`src/rtl/sprite_update_ctrl.sv`:
```
// rtl/sprite_update_ctrl.sv - sprite shadow-register commit and bitmap copy engine
// Optional build macro: COPY_VBLANK_ONLY_EN restricts copy reads to vertical blank.
module sprite_update_ctrl #(
  parameter int BPP           = 8,
  parameter int ADDR_BITS     = 13,
  parameter int SRC_ADDR_BITS = 16,
  parameter int V_ACTIVE      = 480
) (
  input  logic                     clk,
  input  logic                     reset,
  input  logic [2:0]               reg_addr,
  input  logic [31:0]              reg_din,
  input  logic                     reg_we,
  output logic [31:0]              reg_dout,
  input  logic [31:0]              ext_count_h,
  input  logic [31:0]              ext_count_v,
  output logic [31:0]              x,
  output logic [31:0]              y,
  output logic [31:0]              scale,
  output logic [SRC_ADDR_BITS-1:0] src_addr,
  output logic                     src_re,
  input  logic [BPP-1:0]           src_data,
  output logic [31:0]              bitmap_address,
  output logic [BPP-1:0]           bitmap_din,
  output logic                     bitmap_we,
  output logic                     copy_done,
  output logic                     frame_commit
);

  localparam int LW = ADDR_BITS + 1;
  localparam logic [LW-1:0] MAX_LEN = {1'b1, {ADDR_BITS{1'b0}}};

  typedef enum logic [1:0] {
    S_IDLE,
    S_RUN,
    S_DRAIN
  } state_t;

  logic [31:0]              x_sh_q, y_sh_q, scale_sh_q;
  logic [31:0]              x_q, y_q, scale_q;
  logic [LW-1:0]            copy_len_q;
  logic [SRC_ADDR_BITS-1:0] copy_src_q;
  logic                     pending_q;
  logic                     frame_commit_q;
  logic [31:0]              reg_dout_q;
  logic [31:0]              rd_mux;

  state_t                   state_q, state_d;
  logic [LW-1:0]            i_q, i_d;
  logic [LW-1:0]            len_q, len_d;
  logic [SRC_ADDR_BITS-1:0] src_q, src_d;
  logic                     done_q, done_d;
  logic                     we_q;
  logic [LW-1:0]            waddr_q;
  logic                     issue;
  logic                     rd_ok;
  logic                     busy;
  logic                     vblank_start;
  logic                     wr_shadow;
  logic                     wr_start;

  assign vblank_start = ($signed(ext_count_v) == V_ACTIVE) && (ext_count_h == 32'd0);
  assign wr_shadow    = reg_we && (reg_addr <= 3'd2);
  assign wr_start     = reg_we && (reg_addr == 3'd5);
  assign busy         = (state_q != S_IDLE);

`ifdef COPY_VBLANK_ONLY_EN
  assign rd_ok = ($signed(ext_count_v) >= V_ACTIVE);
`else
  assign rd_ok = 1'b1;
`endif

  // A commit always takes the pre-edge shadows; a coincident shadow write keeps pending set.
  always_ff @(posedge clk) begin
    if (reset) begin
      x_sh_q         <= '0;
      y_sh_q         <= '0;
      scale_sh_q     <= '0;
      copy_len_q     <= '0;
      copy_src_q     <= '0;
      x_q            <= '0;
      y_q            <= '0;
      scale_q        <= '0;
      pending_q      <= 1'b0;
      frame_commit_q <= 1'b0;
    end else begin
      frame_commit_q <= 1'b0;
      if (vblank_start && pending_q) begin
        x_q            <= x_sh_q;
        y_q            <= y_sh_q;
        scale_q        <= scale_sh_q;
        frame_commit_q <= 1'b1;
      end
      if (wr_shadow) begin
        pending_q <= 1'b1;
      end else if (vblank_start) begin
        pending_q <= 1'b0;
      end
      if (reg_we) begin
        case (reg_addr)
          3'd0:    x_sh_q     <= reg_din;
          3'd1:    y_sh_q     <= reg_din;
          3'd2:    scale_sh_q <= reg_din;
          3'd3:    copy_len_q <= reg_din[LW-1:0];
          3'd4:    copy_src_q <= reg_din[SRC_ADDR_BITS-1:0];
          default: ;
        endcase
      end
    end
  end

  always_comb begin
    rd_mux = 32'd0;
    case (reg_addr)
      3'd0:    rd_mux = x_sh_q;
      3'd1:    rd_mux = y_sh_q;
      3'd2:    rd_mux = scale_sh_q;
      3'd3:    rd_mux = 32'(copy_len_q);
      3'd4:    rd_mux = 32'(copy_src_q);
      3'd6:    rd_mux = {30'd0, busy, pending_q};
      default: rd_mux = 32'd0;
    endcase
  end

  always_ff @(posedge clk) begin
    if (reset) begin
      reg_dout_q <= '0;
    end else begin
      reg_dout_q <= rd_mux;
    end
  end

  always_comb begin
    state_d = state_q;
    i_d     = i_q;
    len_d   = len_q;
    src_d   = src_q;
    done_d  = 1'b0;
    issue   = 1'b0;
    case (state_q)
      S_IDLE: begin
        if (wr_start) begin
          src_d = copy_src_q;
          i_d   = '0;
          len_d = (copy_len_q > MAX_LEN) ? MAX_LEN : copy_len_q;
          if (len_d == '0) begin
            done_d = 1'b1;
          end else begin
            state_d = S_RUN;
          end
        end
      end
      S_RUN: begin
        if (rd_ok) begin
          issue = 1'b1;
          i_d   = i_q + LW'(1);
          if (i_q == len_q - LW'(1)) begin
            state_d = S_DRAIN;
          end
        end
      end
      S_DRAIN: begin
        state_d = S_IDLE;
        done_d  = 1'b1;
      end
      default: state_d = S_IDLE;
    endcase
  end

  // Write side trails the read by one cycle so src_data lands directly on bitmap_din.
  always_ff @(posedge clk) begin
    if (reset) begin
      state_q <= S_IDLE;
      i_q     <= '0;
      len_q   <= '0;
      src_q   <= '0;
      done_q  <= 1'b0;
      we_q    <= 1'b0;
      waddr_q <= '0;
    end else begin
      state_q <= state_d;
      i_q     <= i_d;
      len_q   <= len_d;
      src_q   <= src_d;
      done_q  <= done_d;
      we_q    <= issue;
      if (issue) begin
        waddr_q <= i_q;
      end
    end
  end

  assign src_re         = issue;
  assign src_addr       = SRC_ADDR_BITS'(32'(src_q) + 32'(i_q));
  assign bitmap_we      = we_q;
  assign bitmap_address = 32'(waddr_q);
  assign bitmap_din     = we_q ? src_data : '0;
  assign copy_done      = done_q;
  assign frame_commit   = frame_commit_q;
  assign reg_dout       = reg_dout_q;
  assign x              = x_q;
  assign y              = y_q;
  assign scale          = scale_q;

endmodule
```
`config.mk`:
```
export PLATFORM = sky130hd
export DESIGN_NAME = sprite_update_ctrl
export DESIGN_NICKNAME = d
export VERILOG_FILES = /design/src/rtl/sprite_update_ctrl.sv
export SDC_FILE = /design/constraint.sdc
export NUM_CORES = 1
export LEC_CHECK = 0
export ABC_CLOCK_PERIOD_IN_PS = 6500
export BUFFER_PORTS_ARGS = -buffer_cell sky130_fd_sc_hd__buf_4
export CORE_MARGIN = 2
export CORE_UTILIZATION = 35
export DETAILED_ROUTE_END_ITERATION = 12
export SYNTH_ARGS = -nofsm -noshare
export SYNTH_HDL_FRONTEND = slang
export SYNTH_SLANG_ARGS = --single-unit
```
`constraint.sdc`:
```
create_clock -name clk -period 6.5 [get_ports clk]
set_input_delay 0.325 -clock clk [delete_from_list [all_inputs] [get_ports clk]]
set_output_delay 0.325 -clock clk [all_outputs]
set_load 0.02 [all_outputs]
```
# [Word-level counts from Yosys, hierarchy flattened]
# Index checks and enable logic that the tools add are counted.
[word_totals] reg_bits=318 inputBits=110 output_inout_bits=188 wordCells=71
[classes] add_sub_neg=3 n_lt_le_gt_ge=2 n_eq_ne=13 mux=16 n_reduce_logical=19
[op_table] operator="$pmux W32 S6" n=1
[op_table] operator="$eq A32 B10 Y1 const B" n=1
[op_table] operator="$logic_not A32 Y1" n=1
[op_table] operator="$mux W14" n=2
[op_table] operator="$pmux W14 S2" n=1
[op_table] operator="$add A16 B14 Y16" n=1
[op_table] operator="$add A14 B1 Y14 const B" n=1
[op_table] operator="$eq A14 B14 Y1" n=1
[op_table] operator="$gt A14 B14 Y1 const B" n=1
[op_table] operator="$logic_not A14 Y1" n=1
[op_table] operator="$reduce_and A2 Y1" n=7
[op_table] operator="$sub A14 B1 Y14 const B" n=1
[op_table] operator="$eq A3 B3 Y1 const B" n=3
[op_table] operator="$mux W8" n=1
[op_table] operator="$eq A3 B2 Y1 const B" n=2
[op_table] operator="$mux W1" n=6
[op_table] operator="$mux W2" n=3
[op_table] operator="$ne A2 B2 Y1 const B" n=3
[op_table] operator="$reduce_bool A2 Y1" n=3
[op_table] operator="$logic_and A1 B1 Y1" n=4
[op_table] operator="$pmux W2 S2" n=1
[op_table] operator="$eq A3 B1 Y1 const B" n=1
[op_table] operator="$le A3 B2 Y1 const B" n=1
[op_table] operator="$logic_not A3 Y1" n=1
[op_table] operator="5 further kinds" n=5

# [Depth between registers and ports, before layout]
# Gate-level depths: netlist (run 1).
[logic_depth] ltp_word=6 depth_mapped=10

# [Worst setup path after synthesis (run 1)]
# No wires, ideal clock.
[synth_timing] path_kind="register to output" start="reg i_q[0]" end="out src_addr[14]" arrival_time_ns=2.613 required_time_ns=6.175 setup_slack_ns=3.562 path_stages_with_launch=10 path_buffers=0 path_cell_list="dfxtp_1 -> ha_1 -> inv_1 -> fa_1 -> nor2b_1 -> o31a_1 -> o21ai_1 -> a211oi_1 -> o41ai_1 -> o311ai_0"
[synth_between] elab_chain_len=1
[synth_rtl] item="start, declared" line="49" rtl="logic [LW-1:0] i_q, i_d;"
[synth_rtl] item="start signal, assigned" line="182" rtl="i_q <= i_d;"
[synth_rtl] item="$add A16 B14 Y16" line="194" rtl="assign src_addr = SRC_ADDR_BITS'(32'(src_q) + 32'(i_q));"
[synth_rtl] item="end, declared" line="20" rtl="output logic [SRC_ADDR_BITS-1:0] src_addr,"
# Every way passes these cells.

# [Worst setup path after layout (run 1)]
# Same ends and word-level chain as after synthesis.

==> results of run 1 <==
## cell usage after synthesis (14+ instances only)
cell and instances:
nor4_1 23, buf_4 18, and2_1 14, dfxtp_1 318, a21oi_1 313, clkbuf_1 100
nand3_1 19, mux2i_1 31, nor2_1 118, inv_1 15, nand2b_1 16, o21ai_0 18
ha_1 16, nand2_1 534, xnor2_1 16
## worst max-delay path by stage
stage | end | slack (ns) | from | cells after the start
CTS | src_addr[14] | 2.91 | i_q[2] | 9
global route | src_addr[14] | 2.69 | i_q[2] | 9
global placement | y_sh_q[18] | 3.45 | reg_addr[0] | 6
floorplan | src_addr[14] | 3.56 | i_q[0] | 9
finish | src_addr[14] | 2.91 | i_q[0] | 11
detailed placement | y_sh_q[26] | 3.31 | reg_addr[0] | 6
## stage by stage
step / utilization [%] / total power, mW / setup WS, ns
2_1_floorplan: - / 2.146 / 3.562
3_3_place_gp: 41.53 / 2.247 / 3.447
3_5_place_dp: 41.53 / 2.250 / 3.313
4_1_cts: 44.68 / 4.260 / 2.905
5_1_grt: 44.68 / 4.365 / 2.691
6_report: 44.68 / 4.225 / 2.912
## power by group through the flow
stage | clock [mW] | sequential, mW | combinational [mW]
CTS | 2.05 | 1.99 | 0.220
finish | 2.02 | 1.99 | 0.221
detailed placement | 0 | 2.03 | 0.219
floorplan | 0 | 2.02 | 0.122
global placement | 0 | 2.03 | 0.216
global route | 2.14 | 1.99 | 0.238
## metal layers
layer | share of wire [%] | vias up | wire (µm)
li1 | - | 6182 | -
met5 | 0.027 | - | 12
met2 | 48 | 390 | 21470
met1 | 42 | 5968 | 18680
met3 | 6.2 | 101 | 2749
met4 | 3.5 | 2 | 1575
## registers in the layout, indices dropped and copies added, names as in the netlist
signal        cells
y                32
copy_src_q       16
pending_q         1
copy_done         1
scale_sh_q       32
src_q            16
scale            32
len_q            14
copy_len_q       14
state_q           2
x                32
waddr_q          14
reg_dout         32
x_sh_q           32
y_sh_q           32
bitmap_we         1
i_q              14
frame_commit      1
## worst max-delay path, cell delays in order, from the launching register on
cell and delay [ns]:
dfxtp_1 0.39, ha_1 0.27, inv_1 0.08, fa_1 0.21, nor2b_1 0.07, o31a_1 0.25, o21ai_1 0.18, a211oi_1 0.11
o41ai_1 0.41, or4b_1 0.46, o311ai_0 0.12, buf_4 0.21
## area by class of cell
type | instances | area [µm²]
Clock inverter | 12 | 137.6
Fill cell | 3888 | 20840
Timing Repair Buffer | 289 | 2176
Clock buffer | 51 | 1049
Tap cell | 511 | 639.4
Multi-Input combinational cell | 1274 | 6402
Sequential cell | 318 | 6366
Inverter | 16 | 60.06
## kinds of logic (layout without fill, tap and decap cells)
group | count (synthesis) | in the layout | share of synthesized area [%]
and+or+nand+nor | 791 | 791 | 25.13
AOI/OAI and AO/OA | 391 | 391 | 15.90
DFF | 318 | 318 | 47.52
buffers and inverters | 157 | 368 | 5.248
muxes | 36 | 36 | 3.157
xor gates and xnor gates | 21 | 21 | 1.373
adders and majority gates | 17 | 17 | 1.644
other | 1 | 18 | 0.02799
==> results.json, run 1 <==
{
  "share_comb_of_total_power_pct": 5.2,
  "crit_arrival_ns": 3.26,
  "switching_share_pct": 23.68,
  "required_ns": 6.17,
  "diodes": 0,
  "grt_pass1_vias": 12070,
  "clk_latency_ns": 0.55,
  "use_met3_pct": 5.030,
  "ys_ff_latch": 318,
  "cts_resized": 0,
  "met1_usage_pct": 26.82,
  "dr_total_vias": 12640,
  "tns_ns": 0,
  "cts_setup_buffers": 0,
  "slew_headroom_pct": 14.84,
  "dp_hpwl_mm": 31.40,
  "synthCells": 1732,
  "period_share_pct": 55.20,
  "grt_usage_pct": 21.84,
  "die_area_um2": 39860,
  "busiest_layer": "met2",
  "rows": 71,
  "gp_congestion": 0.8827,
  "hold_end": "x_sh_q[26]",
  "rsz0062_at_grt": "no",
  "synth_top_cell_by_area": "dfxtp_1",
  "worstPathMaxFanout": 7,
  "p_per_area_nw_per_um2": 251.1,
  "synthArstFlopShare_pct": 0,
  "finClkSkew_ns": 0.03576,
  "clk_pin_slew_worst_paths_ns": 0.06,
  "period_needed_ns": 3.588,
  "pwr-share-seq_pct": 47.1,
  "syn_to_final_growth_pct": 25.62,
  "cts_num_sinks": 318,
  "routed_wl_mm": 44.49,
  "min_path_cells": 3,
  "synth_top_area_share_pct": 47.52,
  "holdWs_ns": 0.04251,
  "drv_slew": 0,
  "yosysSeqAreaShare_pct": 47.52,
  "numPortBuffers": 279,
  "drt_pass1_iterations": 5,
  "fin_nets": 2062,
  "final_cell_mix": "nand2_1 (533), dfxtp_1 (318), a21oi_1 (313)",
  "cp-start-kind": "flip-flop",
  "worst_slew_pin_slew_ns": 1.277,
  "cp-end-kind": "primary output",
  "peakVddDrop_mv": 0.1622,
  "die_y_um": 199.7,
  "syn_area_um2": 13400,
  "viasPerCell": 5.117,
  "min_from": "reg_din[26]",
  "r2r-start": "len_q[0]",
  "synth_flop_cell": "dfxtp_1",
  "synth_edf_count": 0,
  "grt_overflow_total": 0,
  "leakage_nw": 6.371,
  "status": "completed",
  "final_area_um2": 16830,
  "antenna_left": 0,
  "synth_cell_types": 61,
  "p_clk_share_pct": 47.7,
  "cap_violations": 0,
  "drt_iter0_markers": 772,
  "cts_buffers": 36,
  "hold_class": "input port to flip-flop",
  "final_common_cell": "nand2_1",
  "hold_violations": 0,
  "regToRegSetupSlack_ns": 4.10,
  "wl_per_cell_um": 18.00,
  "use_met2_pct": 37.15,
  "cts.path.max_buffers": 3,
  "p_int_mw": 3.225,
  "io_pins": 298,
  "synth_area_leaders": "dfxtp_1 (48%), nand2_1 (15%), a21oi_1 (12%)",
  "synth.avg_cell_area_um2": 7.735,
  "h-tree-depth": 2,
  "setup_viol": 0,
  "crit_type": "flip-flop to primary output",
  "ys_warn_count": 0,
  "cts_root_buffer": "clkbuf_16",
  "core_um2": 37670,
  "grt_max_degree": 164,
  "placed_area_um2": 15640,
  "route.detailed.drc": 0,
  "drive_gt1_share_pct": 18.16,
  "grt_pass1_wl_mm": 67.80,
  "start_util_pct": 35.57,
  "fmax_mhz": 278.7,
  "final_cells": 2471,
  "antenna_found_initial": 1,
  "timing.rr.end": "state_q[0]",
  "reg2reg_depth": 9,
  "dp.cells": 2408,
  "holdBufCountCts": 0,
  "cts_tree": "yes",
  "p_sw_mw": 1.000,
  "die_x_um": 199.7
}
Power figures use the tool's default switching activity.
==> run 2: changes to the inputs <==
--- a/config.mk
+++ b/config.mk
@@ -5,7 +5,8 @@
 export SDC_FILE = /design/constraint.sdc
 export NUM_CORES = 1
 export LEC_CHECK = 0
-export ABC_CLOCK_PERIOD_IN_PS = 6500
+export ABC_AREA = 1
+export ABC_CLOCK_PERIOD_IN_PS = 3500
 export BUFFER_PORTS_ARGS = -buffer_cell sky130_fd_sc_hd__buf_4
 export CORE_MARGIN = 2
 export CORE_UTILIZATION = 35
==> constraint.sdc (replaced) <==
create_clock -name clk -period 3.5 [get_ports clk]
set_input_delay 0.175 -clock clk [delete_from_list [all_inputs] [get_ports clk]]
set_output_delay 0.175 -clock clk [all_outputs]
set_load 0.02 [all_outputs]
==> results.json, run 2 <==
{
  "drt_iter0_markers": 634,
  "cts_setup_buffers": 0,
  "required_ns": 3.32,
  "final_cells": 2574,
  "antenna_left": 0,
  "synthAdderAreaFrac_pct": 1.649,
  "synth_flop_cell": "dfxtp_1",
  "h-tree-depth": 2,
  "fillers": 3767,
  "rsz0062_at_grt": "no",
  "cts_root_buffer": "clkbuf_16",
  "synth-compound-area-share_pct": 22.78,
  "grt_pass1_vias": 11980,
  "dp_hpwl_mm": 29.13,
  "start_util_pct": 35.53,
  "hold_class": "input port to flip-flop",
  "peakVddDrop_mv": 0.3247,
  "cp-start-kind": "flip-flop",
  "cap_violations": 0,
  "synth-xor-area-share_pct": 1.743,
  "pwr-share-seq_pct": 44.9,
  "die_area_um2": 39730,
  "cp-end-kind": "primary output",
  "ys_ff_latch": 318,
  "holdBufCountCts": 37,
  "setup_viol": 0,
  "drive_gt1_share_pct": 17.98,
  "synth_area_leaders": "dfxtp_1 (48%), a21oi_1 (9.4%), o21ai_0 (8.5%)",
  "synth_top_cell_by_area": "dfxtp_1",
  "yosysSeqAreaShare_pct": 47.68,
  "status": "completed",
  "yosysMostFrequentCell": "dfxtp_1",
  "final_cell_mix": "dfxtp_1 (318), buf_4 (288), a21oi_1 (252)",
  "die_y_um": 199.3,
  "route.detailed.drc": 0,
  "fin_nets": 2162,
  "finClkSkew_ns": 0.02231,
  "min_path_cells": 3,
  "yosys.area_share.simple_pct": 14.95,
  "synthCells": 1772,
  "regToRegSetupSlack_ns": 1.56,
  "cts_tree": "yes",
  "wl_per_cell_um": 16.26,
  "p_per_area_nw_per_um2": 478.1,
  "total_power_mw": 8.311,
  "cts_num_sinks": 318,
  "syn_area_um2": 13350,
  "gp_congestion": 0.9189,
  "crit_type": "flip-flop to primary output",
  "dr_total_vias": 12670,
  "synth_top_area_share_pct": 47.68,
  "worst_slew_pin_slew_ns": 1.057,
  "core_um2": 37580,
  "reg2reg_depth": 13,
  "cts_buffers": 37,
  "crit_arrival_ns": 2.97,
  "clk_pin_slew_worst_paths_ns": 0.06,
  "io_pins": 298,
  "drt_pass1_iterations": 5,
  "synth_edf_count": 0,
  "viasPerCell": 4.921,
  "synth_mux_area_share_pct": 0,
  "leakage_nw": 7.304,
  "cts.path.max_buffers": 3,
  "syn_to_final_growth_pct": 30.18,
  "cts_resized": 0,
  "rows": 71,
  "synth_top_family_by_area": "compound AO/OA/AOI/OAI gates",
  "place_ws_ns": 0.9484,
  "drv_slew": 0,
  "worstPathMaxFanout": 6,
  "period_needed_ns": 3.143,
  "fmax_mhz": 318.1,
  "tns_ns": 0,
  "routed_wl_mm": 41.86,
  "ys_top_cells_by_count": "dfxtp_1 (318), a21oi_1 (252), inv_1 (243), o21ai_0 (226), nand2_1 (184)",
  "numPortBuffers": 279,
  "p_sw_mw": 1.932,
  "switching_share_pct": 23.25,
  "grt_usage_pct": 20.94,
  "ys_warn_count": 0,
  "grt_overflow_total": 0,
  "share_comb_of_total_power_pct": 6.9,
  "synth.avg_cell_area_um2": 7.535,
  "slew_headroom_pct": 29.26,
  "fin_ws_ns": 0.3568,
  "clk_latency_ns": 0.55,
  "grt_max_degree": 193,
  "die_x_um": 199.3,
  "period_share_pct": 89.81,
  "diodes": 0,
  "hold_violations": 0,
  "dp.cells": 2470,
  "utilization_pct": 46.26,
  "antenna_found_initial": 2,
  "p_clk_share_pct": 48.2,
  "synthArstFlopShare_pct": 0,
  "p_int_mw": 6.379,
  "grt_pass1_wl_mm": 65.59,
  "final_common_cell": "dfxtp_1",
  "synth_cell_types": 44
}
[run 2: cell count changes in the layout (fill, tap and decap cells not counted), moves of 40 or more]
cell     change
a21oi_1     -61
inv_1      +228
nand2_1    -351
nand3_1     +47
nor2_1      +40
o21ai_0    +208
[run 2: cell families after synthesis]
family	count (synthesis)
AOI/OAI and AO/OA	568
xor gates and xnor gates	25
adders and majority gates	17
buffers and inverters	374
DFF	318
other	1
and+or+nand+nor	469
[run 2: stage by stage]
stage	hold slack, ns	cell area, µm²
after global placement	0.4171	15740
after CTS	0.06628	17380
after global routing	0.1113	17380
after floorplan	0.2584	13420
after detailed placement	0.4260	15740
final	0.1008	17380
[run 2: final timing paths]
path / start / end
hold / removal: reg_we / x_sh_q[13]
setup reg to reg: len_q[0] / state_q[0]
hold reg to reg: x[21] / x[21]
setup / recovery: i_q[0] / src_addr[10]
[run 2: metal layers]
metal / vias to the layer above / wire length (µm) / GRT usage [%]
li1: 6377 / - / -
met1: 5842 / 19000 / 27.61
met2: 351 / 19030 / 33.84
met3: 93 / 2191 / 3.612
met4: 4 / 1618 / 8.734
met5: - / 27 / 0
[run 2: power groups by stage]
stage | Sequential, mW | Clock, mW | Combinational [mW]
floorplan | 3.81 | 0 | 0.295
global route | 3.74 | 4.26 | 0.635
CTS | 3.73 | 4.11 | 0.574
detailed placement | 3.81 | 0 | 0.539
global placement | 3.81 | 0 | 0.533
finish | 3.73 | 4.01 | 0.574
[run 2: area by class of cell]
class	instances	area, µm²	area share (%)
clock inverter	12	172.7	0.9933
inverter	254	958.4	5.514
tap	511	639.4	3.678
multi-input combinational	1097	5578	32.09
timing repair buffer	327	2572	14.80
sequential	318	6366	36.62
clock buffer	55	1096	6.305
[run 2: worst max-delay path: stages, from the launching register on]
cell and delay, ns:
dfxtp_1 0.43, ha_1 0.18, inv_1 0.07, fa_1 0.41, o21ai_1 0.35, a21boi_0 0.25, o21ai_1 0.25, nand2_1 0.07
nand2_1 0.08, xor2_1 0.17, buf_4 0.16
==> run 3: changes to the inputs <==
--- a/config.mk
+++ b/config.mk
@@ -9,8 +9,9 @@
 export ABC_CLOCK_PERIOD_IN_PS = 3500
 export BUFFER_PORTS_ARGS = -buffer_cell sky130_fd_sc_hd__buf_4
 export CORE_MARGIN = 2
-export CORE_UTILIZATION = 35
+export CORE_UTILIZATION = 25
 export DETAILED_ROUTE_END_ITERATION = 12
+export RECOVER_POWER = 25
 export SYNTH_ARGS = -nofsm -noshare
 export SYNTH_HDL_FRONTEND = slang
 export SYNTH_SLANG_ARGS = --single-unit
==> results.json, run 3 (same netlist as run 2, synthesis figures left out) <==
{
  "die_y_um": 235.1,
  "finClkSkew_ns": 0.01476,
  "rows": 84,
  "route.detailed.drc": 0,
  "place_ws_ns": 0.9808,
  "highest_layer": "met5",
  "grt_max_degree": 131,
  "crit_slowest_cell": "dfxtp_1",
  "dr_total_vias": 12800,
  "start_util_pct": 25.36,
  "multi_input_area_um2": 5583,
  "antenna_found_initial": 2,
  "drv_slew": 0,
  "grt_usage_pct": 15.73,
  "cts_buffers": 37,
  "period_needed_ns": 3.087,
  "cts_setup_buffers": 0,
  "cts_root_buffer": "clkbuf_16",
  "grt_pass1_vias": 12170,
  "cp-end-kind": "primary output",
  "leakage_nw": 6.779,
  "seq_area_um2": 6366,
  "tns_ns": 0,
  "worst_slew_pin_slew_ns": 1.052,
  "fin_nets": 2162,
  "antenna_left": 0,
  "die_area_um2": 55280,
  "wl_met3_mm": 2.455,
  "fillers": 5657,
  "final_cell_mix": "dfxtp_1 (318), a21oi_1 (252), inv_1 (243)",
  "cts_tree": "yes",
  "dp_hpwl_mm": 32.73,
  "die_x_um": 235.1,
  "cts_resized": 0,
  "hold_class": "input port to flip-flop",
  "gp_congestion": 0.8759,
  "final_area_um2": 17120,
  "holdBufCountCts": 34,
  "utilization_pct": 32.51,
  "fin_ws_ns": 0.4134,
  "final_common_cell": "dfxtp_1",
  "diodes": 0,
  "max_stage_delay_ns": 0.42,
  "crit_type": "flip-flop to primary output",
  "dp.cells": 2650,
  "hold_violations": 0,
  "cts_num_sinks": 318,
  "peakVddDrop_mv": 0.2598,
  "drive_gt1_share_pct": 12.18,
  "slew_headroom_pct": 29.65,
  "status": "completed",
  "path_cells": "ha_1 -> inv_1 -> fa_1 -> o21ai_1 -> a21boi_0 -> o21ai_1 -> nand2_1 -> nand2_1 -> xor2_1 -> buf_4",
  "crit_arrival_ns": 2.91,
  "worstPathMaxFanout": 6,
  "setup_viol": 0,
  "core_um2": 52660,
  "required_ns": 3.32,
  "viasPerCell": 4.656,
  "p_per_area_nw_per_um2": 481.3,
  "period_share_pct": 88.19,
  "holdWs_ns": 0.03090,
  "wl_met2_mm": 21.64,
  "numPortBuffers": 279,
  "h-tree-depth": 2,
  "met1_length_mm": 19.64,
  "clk_latency_ns": 0.54,
  "grt_pass1_wl_mm": 69.35,
  "io_pins": 298,
  "clk_pin_slew_worst_paths_ns": 0.06,
  "cp-start-kind": "flip-flop",
  "syn_to_final_growth_pct": 28.19,
  "drt_iter0_markers": 808,
  "cap_violations": 0,
  "placed_area_um2": 15990,
  "drt_pass1_iterations": 5,
  "regToRegSetupSlack_ns": 1.61,
  "rsz0062_at_grt": "no",
  "grt_overflow_total": 0,
  "cts.path.max_buffers": 3,
  "fmax_mhz": 324.0,
  "final_cells": 2749,
  "wl_per_cell_um": 16.43,
  "total_power_mw": 8.238,
  "routed_wl_mm": 45.18
}
## run 3: critical path: cells and delay by family, from the launching register on
kind	cells	cell delay (ns)
buffers and inverters	2	0.23
DFF	1	0.42
AOI/OAI and AO/OA	3	0.82
xor gates and xnor gates	1	0.16
adders and majority gates	2	0.59
and+or+nand+nor	2	0.15
## run 3: area by class of cell
class | count | share of cell area [%]
clock buffers | 55 | 6.462
clock inverters | 10 | 0.7895
inverters | 254 | 5.599
multi-input cells | 1097 | 32.62
flip-flops and latches | 318 | 37.19
well taps | 688 | 5.029
repair buffers | 327 | 12.31
## run 3: metal layers
layer	GRT usage, %	vias up
li1	-	6390
met1	19.83	5976
met2	26.54	358
met3	3.096	72
met4	5.773	4
met5	0	-
## run 3: worst paths after layout
check                        from            to  depth (start not counted)
setup / recovery           i_q[0]  src_addr[10]                         10
hold / removal    ext_count_v[23]  frame_commit                          6
setup reg to reg         len_q[0]    state_q[0]                         13
hold reg to reg             y[15]         y[15]                          2
## run 3: report_power, final
group / switching, mW / internal (mW)
Combinational: 0.359 / 0.214
Clock: 1.52 / 2.41
Sequential: 0.0444 / 3.69
Total: 1.93 / 6.31
